$ cat src/rtl/fifo_pkg.sv
// Shared definitions for the synchronous FIFO write and read pointer controllers.
package fifo_pkg;

  // Write-side controller states.
  typedef enum logic [1:0] {
    ST_EMPTY,
    ST_FILL,
    ST_FULL
  } wr_state_t;

  // FIFO depth for a given address width, shared with the read side.
  function automatic int unsigned fifo_depth(input int unsigned ptr_length);
    return 32'd1 << ptr_length;
  endfunction

endpackage : fifo_pkg

$ cat src/rtl/fifo_occupancy.sv
// FIFO occupancy tracker: count register, next-count logic and level decodes.
module fifo_occupancy
  import fifo_pkg::*;
#(
  parameter int unsigned PTR_LENGTH         = 5,
  parameter int unsigned ALMOST_FULL_MARGIN = 2
) (
  input  logic                  clk,
  input  logic                  reset,
  input  logic                  i_inc,
  input  logic                  i_dec,
  input  logic                  i_flush,
  output logic [PTR_LENGTH:0]   o_count,
  output logic                  o_almost_full,
  output logic                  o_next_full,
  output logic                  o_next_empty
);

  localparam logic [PTR_LENGTH:0] DEPTH    = (PTR_LENGTH+1)'(fifo_depth(PTR_LENGTH));
  localparam logic [PTR_LENGTH:0] AF_LEVEL =
    (PTR_LENGTH+1)'(fifo_depth(PTR_LENGTH) - ALMOST_FULL_MARGIN);
  localparam logic [PTR_LENGTH:0] ONE      = {{PTR_LENGTH{1'b0}}, 1'b1};

  logic [PTR_LENGTH:0] r_count;
  logic                r_almost_full;
  logic [PTR_LENGTH:0] w_next_count;

  // Next occupancy: flush, then balanced write+read, then write, then read (saturating at 0).
  always_comb begin
    w_next_count = r_count;
    if (i_flush) begin
      w_next_count = '0;
    end else if (i_inc && i_dec) begin
      w_next_count = r_count;
    end else if (i_inc) begin
      if (r_count != DEPTH) w_next_count = r_count + ONE;
    end else if (i_dec) begin
      if (r_count != '0) w_next_count = r_count - ONE;
    end
  end

  assign o_next_full  = (w_next_count == DEPTH);
  assign o_next_empty = (w_next_count == '0);

  // Occupancy and almost-full flag, registered from the next-count value.
  always_ff @(posedge clk or posedge reset) begin
    if (reset) begin
      r_count       <= '0;
      r_almost_full <= 1'b0;
    end else begin
      r_count       <= w_next_count;
      r_almost_full <= (w_next_count >= AF_LEVEL);
    end
  end

  assign o_count       = r_count;
  assign o_almost_full = r_almost_full;

endmodule : fifo_occupancy

$ cat src/rtl/write_pointer.sv
// Write-side controller of the synchronous FIFO: write gating, write address,
// occupancy-driven empty/full state machine and sticky overflow flag.
module write_pointer
  import fifo_pkg::*;
#(
  parameter int unsigned PTR_LENGTH         = 5,
  parameter int unsigned ALMOST_FULL_MARGIN = 2
) (
  input  logic                  clk,
  input  logic                  reset,
  input  logic                  write,
  input  logic                  fifo_read,
  input  logic [PTR_LENGTH-1:0] rptr,
  input  logic                  flush,
  input  logic                  clear_overflow,
  output logic [PTR_LENGTH-1:0] wptr,
  output logic                  fifo_write,
  output logic                  fifo_full,
  output logic                  fifo_empty,
  output logic                  almost_full,
  output logic [PTR_LENGTH:0]   count,
  output logic                  overflow
);

  localparam logic [PTR_LENGTH-1:0] PTR_ONE = {{(PTR_LENGTH-1){1'b0}}, 1'b1};

  wr_state_t             r_state;
  logic [PTR_LENGTH-1:0] r_wptr;
  logic                  r_overflow;
  logic                  w_fifo_write;
  logic                  w_next_full;
  logic                  w_next_empty;

  // Full is the registered state, so a read in the full cycle cannot free the slot until next cycle.
  assign w_fifo_write = write & ~fifo_full & ~flush & ~reset;

  fifo_occupancy #(
    .PTR_LENGTH        (PTR_LENGTH),
    .ALMOST_FULL_MARGIN(ALMOST_FULL_MARGIN)
  ) u_occupancy (
    .clk          (clk),
    .reset        (reset),
    .i_inc        (w_fifo_write),
    .i_dec        (fifo_read),
    .i_flush      (flush),
    .o_count      (count),
    .o_almost_full(almost_full),
    .o_next_full  (w_next_full),
    .o_next_empty (w_next_empty)
  );

  // Write address: reload from the read address on flush, otherwise advance per accepted write.
  always_ff @(posedge clk or posedge reset) begin
    if (reset) begin
      r_wptr <= '0;
    end else if (flush) begin
      r_wptr <= rptr;
    end else if (w_fifo_write) begin
      r_wptr <= r_wptr + PTR_ONE;
    end
  end

  // Sticky overflow: a blocked write while full sets it and wins over a same-cycle clear.
  always_ff @(posedge clk or posedge reset) begin
    if (reset) begin
      r_overflow <= 1'b0;
    end else if (write && fifo_full && !flush) begin
      r_overflow <= 1'b1;
    end else if (clear_overflow) begin
      r_overflow <= 1'b0;
    end
  end

  // Empty/fill/full state machine steered by the next-count decodes.
  always_ff @(posedge clk or posedge reset) begin
    if (reset) begin
      r_state <= ST_EMPTY;
    end else if (flush) begin
      r_state <= ST_EMPTY;
    end else begin
      case (r_state)
        ST_EMPTY: begin
          if (w_fifo_write) r_state <= w_next_full ? ST_FULL : ST_FILL;
        end
        ST_FILL: begin
          if (w_next_full)       r_state <= ST_FULL;
          else if (w_next_empty) r_state <= ST_EMPTY;
        end
        ST_FULL: begin
          if (fifo_read && !w_next_full) r_state <= w_next_empty ? ST_EMPTY : ST_FILL;
        end
        default: r_state <= ST_EMPTY;
      endcase
    end
  end

  assign wptr       = r_wptr;
  assign fifo_write = w_fifo_write;
  assign fifo_full  = (r_state == ST_FULL);
  assign fifo_empty = (r_state == ST_EMPTY);
  assign overflow   = r_overflow;

endmodule : write_pointer
$ cat config.mk
export PLATFORM = sky130hd
export DESIGN_NAME = write_pointer
export DESIGN_NICKNAME = d
export VERILOG_FILES = /design/src/rtl/fifo_pkg.sv /design/src/rtl/fifo_occupancy.sv /design/src/rtl/write_pointer.sv
export SDC_FILE = /design/constraint.sdc
export NUM_CORES = 1
export LEC_CHECK = 0
export BUFFER_PORTS_ARGS = -buffer_cell sky130_fd_sc_hd__buf_4
export CAP_MARGIN = 10
export CORE_MARGIN = 1
export CORE_UTILIZATION = 40
export CTS_CLUSTER_DIAMETER = 150
export DETAILED_ROUTE_END_ITERATION = 8
export SYNTH_ARGS = -nofsm -noshare
export SYNTH_HDL_FRONTEND = slang
export SYNTH_SLANG_ARGS = --single-unit
$ cat constraint.sdc
create_clock -name clk -period 7.8 [get_ports clk]
set_clock_uncertainty 0.2 [all_clocks]
set_input_delay 0 -clock clk [delete_from_list [all_inputs] [get_ports clk]]
set_output_delay 0 -clock clk [all_outputs]
set_load 0.01 [all_outputs]
---- After elaboration in Yosys (flattened, before gate mapping) ----
Cells that the tools add are included.
storage, ports and cells
  bits in registers ....................... 15
  output and inout bits ................... 16
  logic and storage cells ................. 52
cells by class
  add/sub/neg operators ................... 3
  $lt $le $gt $ge ......................... 1
  equality and inequality tests ........... 7
  muxes and demuxes ....................... 18
  bitwise operators ....................... 6
  reductions and logical operators ........ 12
operators with widths
  cell                   count
  $mux W6                6
  $mux W2                6
  $mux W5                2
  $add A6 B1 Y6 const B  1
  $eq A6 B6 Y1 const B   1
  $ge A6 B5 Y1 const B   1
  $logic_not A6 Y1       1
  $ne A3 B2 Y1 const B   2
  $ne A6 B6 Y1 const B   1
  $pmux W2 S3            1
  $reduce_bool A6 Y1     1
  $sub A6 B1 Y6 const B  1
  $add A5 B1 Y5 const B  1
  $logic_and A1 B1 Y1    4
  $ne A4 B4 Y1 const B   1
  $reduce_bool A2 Y1     2
  $and A1 B1 Y1          3
  $mux W1                3
  $not A1 Y1             3
  $reduce_and A3 Y1      1
  $eq A2 B1 Y1 const B   1
  $eq A2 B2 Y1 const B   1
  $logic_not A1 Y1       2
  $logic_not A2 Y1       1

---- Longest topological paths before layout ----
  depth after elaboration ................. 14
  gate-level depth with buffers ........... 9
  mapped depth without buffers ............ 9

---- By module ----
From an unflattened synthesis, not the netlist that was laid out.
unflattened totals
  cells, all modules ...................... 135
  area total of the unflattened synthesis .. 1171.1 µm²
modules (own cells, without submodules)
  module          instances  cells each  area each (µm²)
  fifo_occupancy  1          81          695.7
  write_pointer   1          54          475.5

---- Least setup slack after synthesis ----
OpenSTA, ideal clock, no wires.
  kind .................................... reg2reg
  start ................................... register u_occupancy.r_count[0], in the netlist u_occupancy.o_count[0]
  end ..................................... register r_state[1]
  setup time .............................. 82 ps
  data arrival time ....................... 2239 ps
  path slack .............................. 5279 ps
  cell stages (with the launch flop) ...... 10
  path buffers ............................ 0
  clock period less this slack ............ 2521 ps
  cell sequence ........................... dfrtp_1 inv_1 ha_1 or3b_4 nor3_4 nor3_1 a21oi_2 a221oi_2 or4_1 a31oi_1
between the ends
  longest elaborated chain between the ends .. 11
  elaborated cells on any way between the ends .. 22
  classes of those cells .................. add/sub (2); eq/ne (4); mux (11); reduce/logical (5)
ends and longest elaborated chain
  what                                                        RTL line                                  text
  start, declared                                             fifo_occupancy.sv:24                      logic [PTR_LENGTH:0] r_count;
  start signal, assigned                                      fifo_occupancy.sv:51                      r_count <= w_next_count;
  $sub A6 B1 Y6 / $reduce_bool A6 Y1 (equally long branches)  fifo_occupancy.sv:38                      if (r_count != '0) w_next_count = r_count - ONE;
  $mux W6                                                     fifo_occupancy.sv:38
  $mux W6                                                     fifo_occupancy.sv:37                      end else if (i_dec) begin
  $mux W6 (*)                                                 fifo_occupancy.sv:35                      end else if (i_inc) begin
  $mux W6 (*)                                                 fifo_occupancy.sv:33                      end else if (i_inc && i_dec) begin
  $mux W6 (*)                                                 fifo_occupancy.sv:31                      if (i_flush) begin
  net u_occupancy.w_next_count[4]                             fifo_occupancy.sv:26                      logic [PTR_LENGTH:0] w_next_count;
  $eq A6 B6 Y1                                                fifo_occupancy.sv:42                      assign o_next_full = (w_next_count == DEPTH);
  $mux W2 / $logic_not A1 Y1 (equally long branches)          write_pointer.sv:83, write_pointer.sv:90
  $mux W2 / $logic_and A1 B1 Y1 (equally long branches)       write_pointer.sv:83, write_pointer.sv:90
  $pmux W2 S3 / $ne A3 B2 Y1 (equally long branches)          n/a
  $mux W2 / $reduce_and A3 Y1 (equally long branches)         n/a
  end signal, assigned                                        write_pointer.sv:83                       if (w_fifo_write) r_state <= w_next_full ? ST_FULL : ST_FILL;
  end signal, assigned                                        write_pointer.sv:90                       if (fifo_read && !w_next_full) r_state <= w_next_empty ? ST_EMPTY : ST_FILL;
  end, declared                                               write_pointer.sv:27                       wr_state_t r_state;
Mark *: on every way through the listed nets, which the timed path passes. The rest lies on a longest branch. The select of a mux whose other input is x is not followed.
A chain may end at the register's enable or synchronous reset.

---- Worst setup path in the final report ----
  start ................................... register u_occupancy.r_count[0], in the netlist u_occupancy.o_count[0]
  end ..................................... register r_state[1]
between the ends
  longest elaborated chain between the ends .. 11
  elaborated cells on any way between the ends .. 22
  classes of those cells .................. add/sub (2); eq/ne (4); mux (11); reduce/logical (5)
ends and longest elaborated chain
  what                                                        RTL line
  $sub A6 B1 Y6 / $reduce_bool A6 Y1 (equally long branches)  fifo_occupancy.sv:38
  $mux W6                                                     fifo_occupancy.sv:38
  $mux W6                                                     fifo_occupancy.sv:37
  $mux W6                                                     fifo_occupancy.sv:35
  $mux W6 (*)                                                 fifo_occupancy.sv:33
  $mux W6 (*)                                                 fifo_occupancy.sv:31
  $eq A6 B6 Y1                                                fifo_occupancy.sv:42
  $mux W2 / $logic_not A1 Y1 (equally long branches)          write_pointer.sv:83, write_pointer.sv:90
  $mux W2 / $logic_and A1 B1 Y1 (equally long branches)       write_pointer.sv:83, write_pointer.sv:90
  $pmux W2 S3 / $ne A3 B2 Y1 (equally long branches)          n/a
  $mux W2 / $reduce_and A3 Y1 (equally long branches)         n/a
Every way passes the cells marked *; elsewhere a longest branch is shown, timed or not. The select of a mux whose other input is x is not followed.

==> run summary <==
Area after DPL: 1280 µm²
Fin. Hold Viols: 0
Core ar.: 2520 µm²
Crit. End Element: flip-flop
area leader, netlist: dfrtp_1
DRC violations left: 0
pin count of the biggest net entering global routing: 18
outcome: finished clean
NumNets Final: 181
die width: 54.3 µm
Antenna Cells: 0
DR vias/cell: 5.47
die area: 2940 µm²
main combinational cell family by area after synthesis: simple AND/OR/NAND/NOR gates
die height: 54.3 µm
detailed-placement wirelength estimate: 1970 µm
xor/xnor cell area share of the yosys netlist: 6.41%
gr usage total: 23.1%
final setup fails: 0
Setup TNS: 0 ps
fraction of layout cells with a size suffix above 1: 23.6%
Worst-Skew Late Latency: 270 ps
initial antenna violation count: 0
post-synthesis sequential area ratio: 34.4%
asr flop ratio synth: 100%
CTS tree: yes
Critical Path AT: 2780 ps
Mapped Cells: 123
post-synthesis mux area share: 2.86%
Slew Limit Fails: 0
root buf cell: clkbuf_4
Top FF cell, synth: dfrtp_1
DR vias: 1066
syn_nets: 138
Worst path depth: 9
worst slew pin tran: 643 ps
Placement Rows: 18
clk sinks: 15
Initial DRT Pass Iterations: 4
CTS buffer count: 3
reg2reg start: u_occupancy.o_count[0]$_DFF_PP0_
maximum vdd drop: 134 µV
grt total ovfl: 0
CP bufs+invs: 1
Tot Pwr: 0.275 mW
post-synth top area share: 34.4%
synth cell count leaders: dfrtp_1, nand2_1, inv_1
Period Utilization, post-route: 35.8%
Worst EP required: 7800 ps
Max Clk Rate: 359 MHz
minimum clock period: 2790 ps
Synth Cell Area: 1090 µm²
RSZ-0062 raised after global routing: no
WL/cell: 14.2 µm
Max stage delay cell, worst path: or4_1
layout overhead on the synthesized area: 36.8%
CP max stage delay: 490 ps
CP cell instances: inv_1 > ha_1 > or3b_4 > nor3_4 > nor4_1 > a21oi_1 > o211ai_1 > or4_1 > a31oi_1
Compound-Gate Fraction of Synth Area: 18.4%
simple-gate portion of the synthesized area: 25.1%
count of cell types in the netlist: 48
cell count of the worst reg-to-reg path: 9
CP startpoint kind: flip-flop
effective utilization at floorplan: 43.3%
Post-Synth Adder-Cell Area: 4.58%
Power per Cell Area: 184 nW/µm²
r2r setup slk: 5010 ps
design area: 1490 µm²
number of port buffers: 26
I/O Pins: 27
Worst-path clk slew: 90 ps
GPL Wtd Cong: 0.851
Hold WC Path Type: in2async
Crit path max-delay family: simple AND/OR/NAND/NOR gates
most frequent cell after synthesis: dfrtp_1
final wirelength: 2780 µm
wire length of the first global-routing pass: 4830 µm
R2R Path End: r_state[1]$_DFFE_PP0P_
Avg Inst Size Synth: 8.88 µm²
Routed Antenna Nets: 0
main area contributors after synthesis: dfrtp_1, ha_1, nand2_1
DR iter-0 viols: 19
CTS H-tree lvls: 1
vias in the first global route: 1082
highest net fanout along the worst path: 6
Resize count post-CTS: 0
YS warnings: 0
Setup CP Type: reg2reg
Seq cells post-synth: 15
number of flops mapped to enable cells by yosys: 0
Worst slew margin: 57.2%
LEAKAGE: 0.697 nW
clock buffer depth: 2
maxcap violations: 0
[cells by family (layout without fill, tap and decap cells)]
| family | count (synthesis) | count (layout) |
|---|---|---|
| multiplexers | 3 | 3 |
| adder cells (fa/ha/maj) | 4 | 4 |
| AND/OR/NAND/NOR | 46 | 46 |
| buffers and inverters | 18 | 60 |
| AO/OA/AOI/OAI | 29 | 29 |
| XOR/XNOR | 8 | 8 |
| flip-flops | 15 | 15 |
[metrics by stage]
stage | utilization [%] | instances | hold WS [ps] | setup slack (ps)
CTS | 59.2 | 195 | 162 | 5010
detailed placement | 50.6 | 172 | -94.6 | 5030
global placement | 50.6 | 172 | -93.4 | 5090
global route | 59.2 | 195 | 216 | 4830
finish | 59.2 | 195 | 142 | 5010
floorplan | - | 123 | -299 | 5280
[sequential cells by signal (all words and copies together) (netlist names)]
register and count:
overflow 1, wptr 5, r_state 2, u_occupancy.o_count 6, u_occupancy.o_almost_full 1
[layout make-up]
| class | count | area (µm²) |
|---|---|---|
| Inverter | 11 | 41.3 |
| Sequential cell | 15 | 375 |
| Clock buffer | 3 | 22.5 |
| Fill cell | 233 | 1030 |
| Tap cell | 30 | 37.5 |
| Timing Repair Buffer | 45 | 385 |
| Clock inverter | 1 | 5.00 |
| Multi-Input combinational cell | 90 | 627 |
[cell usage in the layout, fill, tap and decap left out, types with 2 or more instances in the layout]
cell type and instances:
o21ai_0 6, nor2b_1 2, o21ai_1 2, nand2_1 12, a21o_1 2, o22ai_1 3
inv_1 11, xor2_1 3, buf_4 26, nor4_1 2, nand3_1 4, o311ai_1 2
dfrtp_1 15, ha_1 4, clkbuf_4 3, mux2i_1 2, a21oi_1 4, xnor2_1 5
or4_1 2, nor2_1 4, dlygate4sd3_1 19, nor3_1 6, nand4_1 2
[what timing repair did]
action,4_1_cts,5_1_grt
setup buffers,0,0
endpoints found under the hold margin,26,0
hold buffers,19,0
[worst min-delay path: stages]
cell and delay [ps]:
dlygate4sd3_1 530, buf_4 140, inv_1 420
[metal layers]
| layer | vias to the layer above | global-route usage (%) | wire length (µm) |
|---|---|---|---|
| met5 | - | 0 | 0 |
| met2 | 29 | 41.7 | 1520 |
| met3 | 2 | 3.33 | 106 |
| met1 | 510 | 27.6 | 1130 |
| li1 | 525 | - | - |
| met4 | 0 | 8.12 | 22 |
[power breakdown]
part	switching [mW]	total (mW)	leakage [nW]	internal, mW
Sequential	0.0201	0.109	0.194	0.0888
Clock	0.0238	0.0427	0.0177	0.0190
Combinational	0.0605	0.123	0.485	0.0630
[worst max path at each step]
| stage | slack [ps] | endpoint | startpoint |
|---|---|---|---|
| finish | 5010 | r_state[1]$_DFFE_PP0P_ | u_occupancy.o_count[0]$_DFF_PP0_ |
| global route | 4830 | r_state[1]$_DFFE_PP0P_ | u_occupancy.o_count[0]$_DFF_PP0_ |
| CTS | 5010 | r_state[1]$_DFFE_PP0P_ | u_occupancy.o_count[0]$_DFF_PP0_ |
| detailed placement | 5030 | r_state[1]$_DFFE_PP0P_ | u_occupancy.o_count[0]$_DFF_PP0_ |
| global placement | 5090 | r_state[1]$_DFFE_PP0P_ | u_occupancy.o_count[0]$_DFF_PP0_ |
| floorplan | 5280 | r_state[1]$_DFFE_PP0P_ | u_occupancy.o_count[0]$_DFF_PP0_ |
No activity file was read; power rests on OpenSTA's default activity.
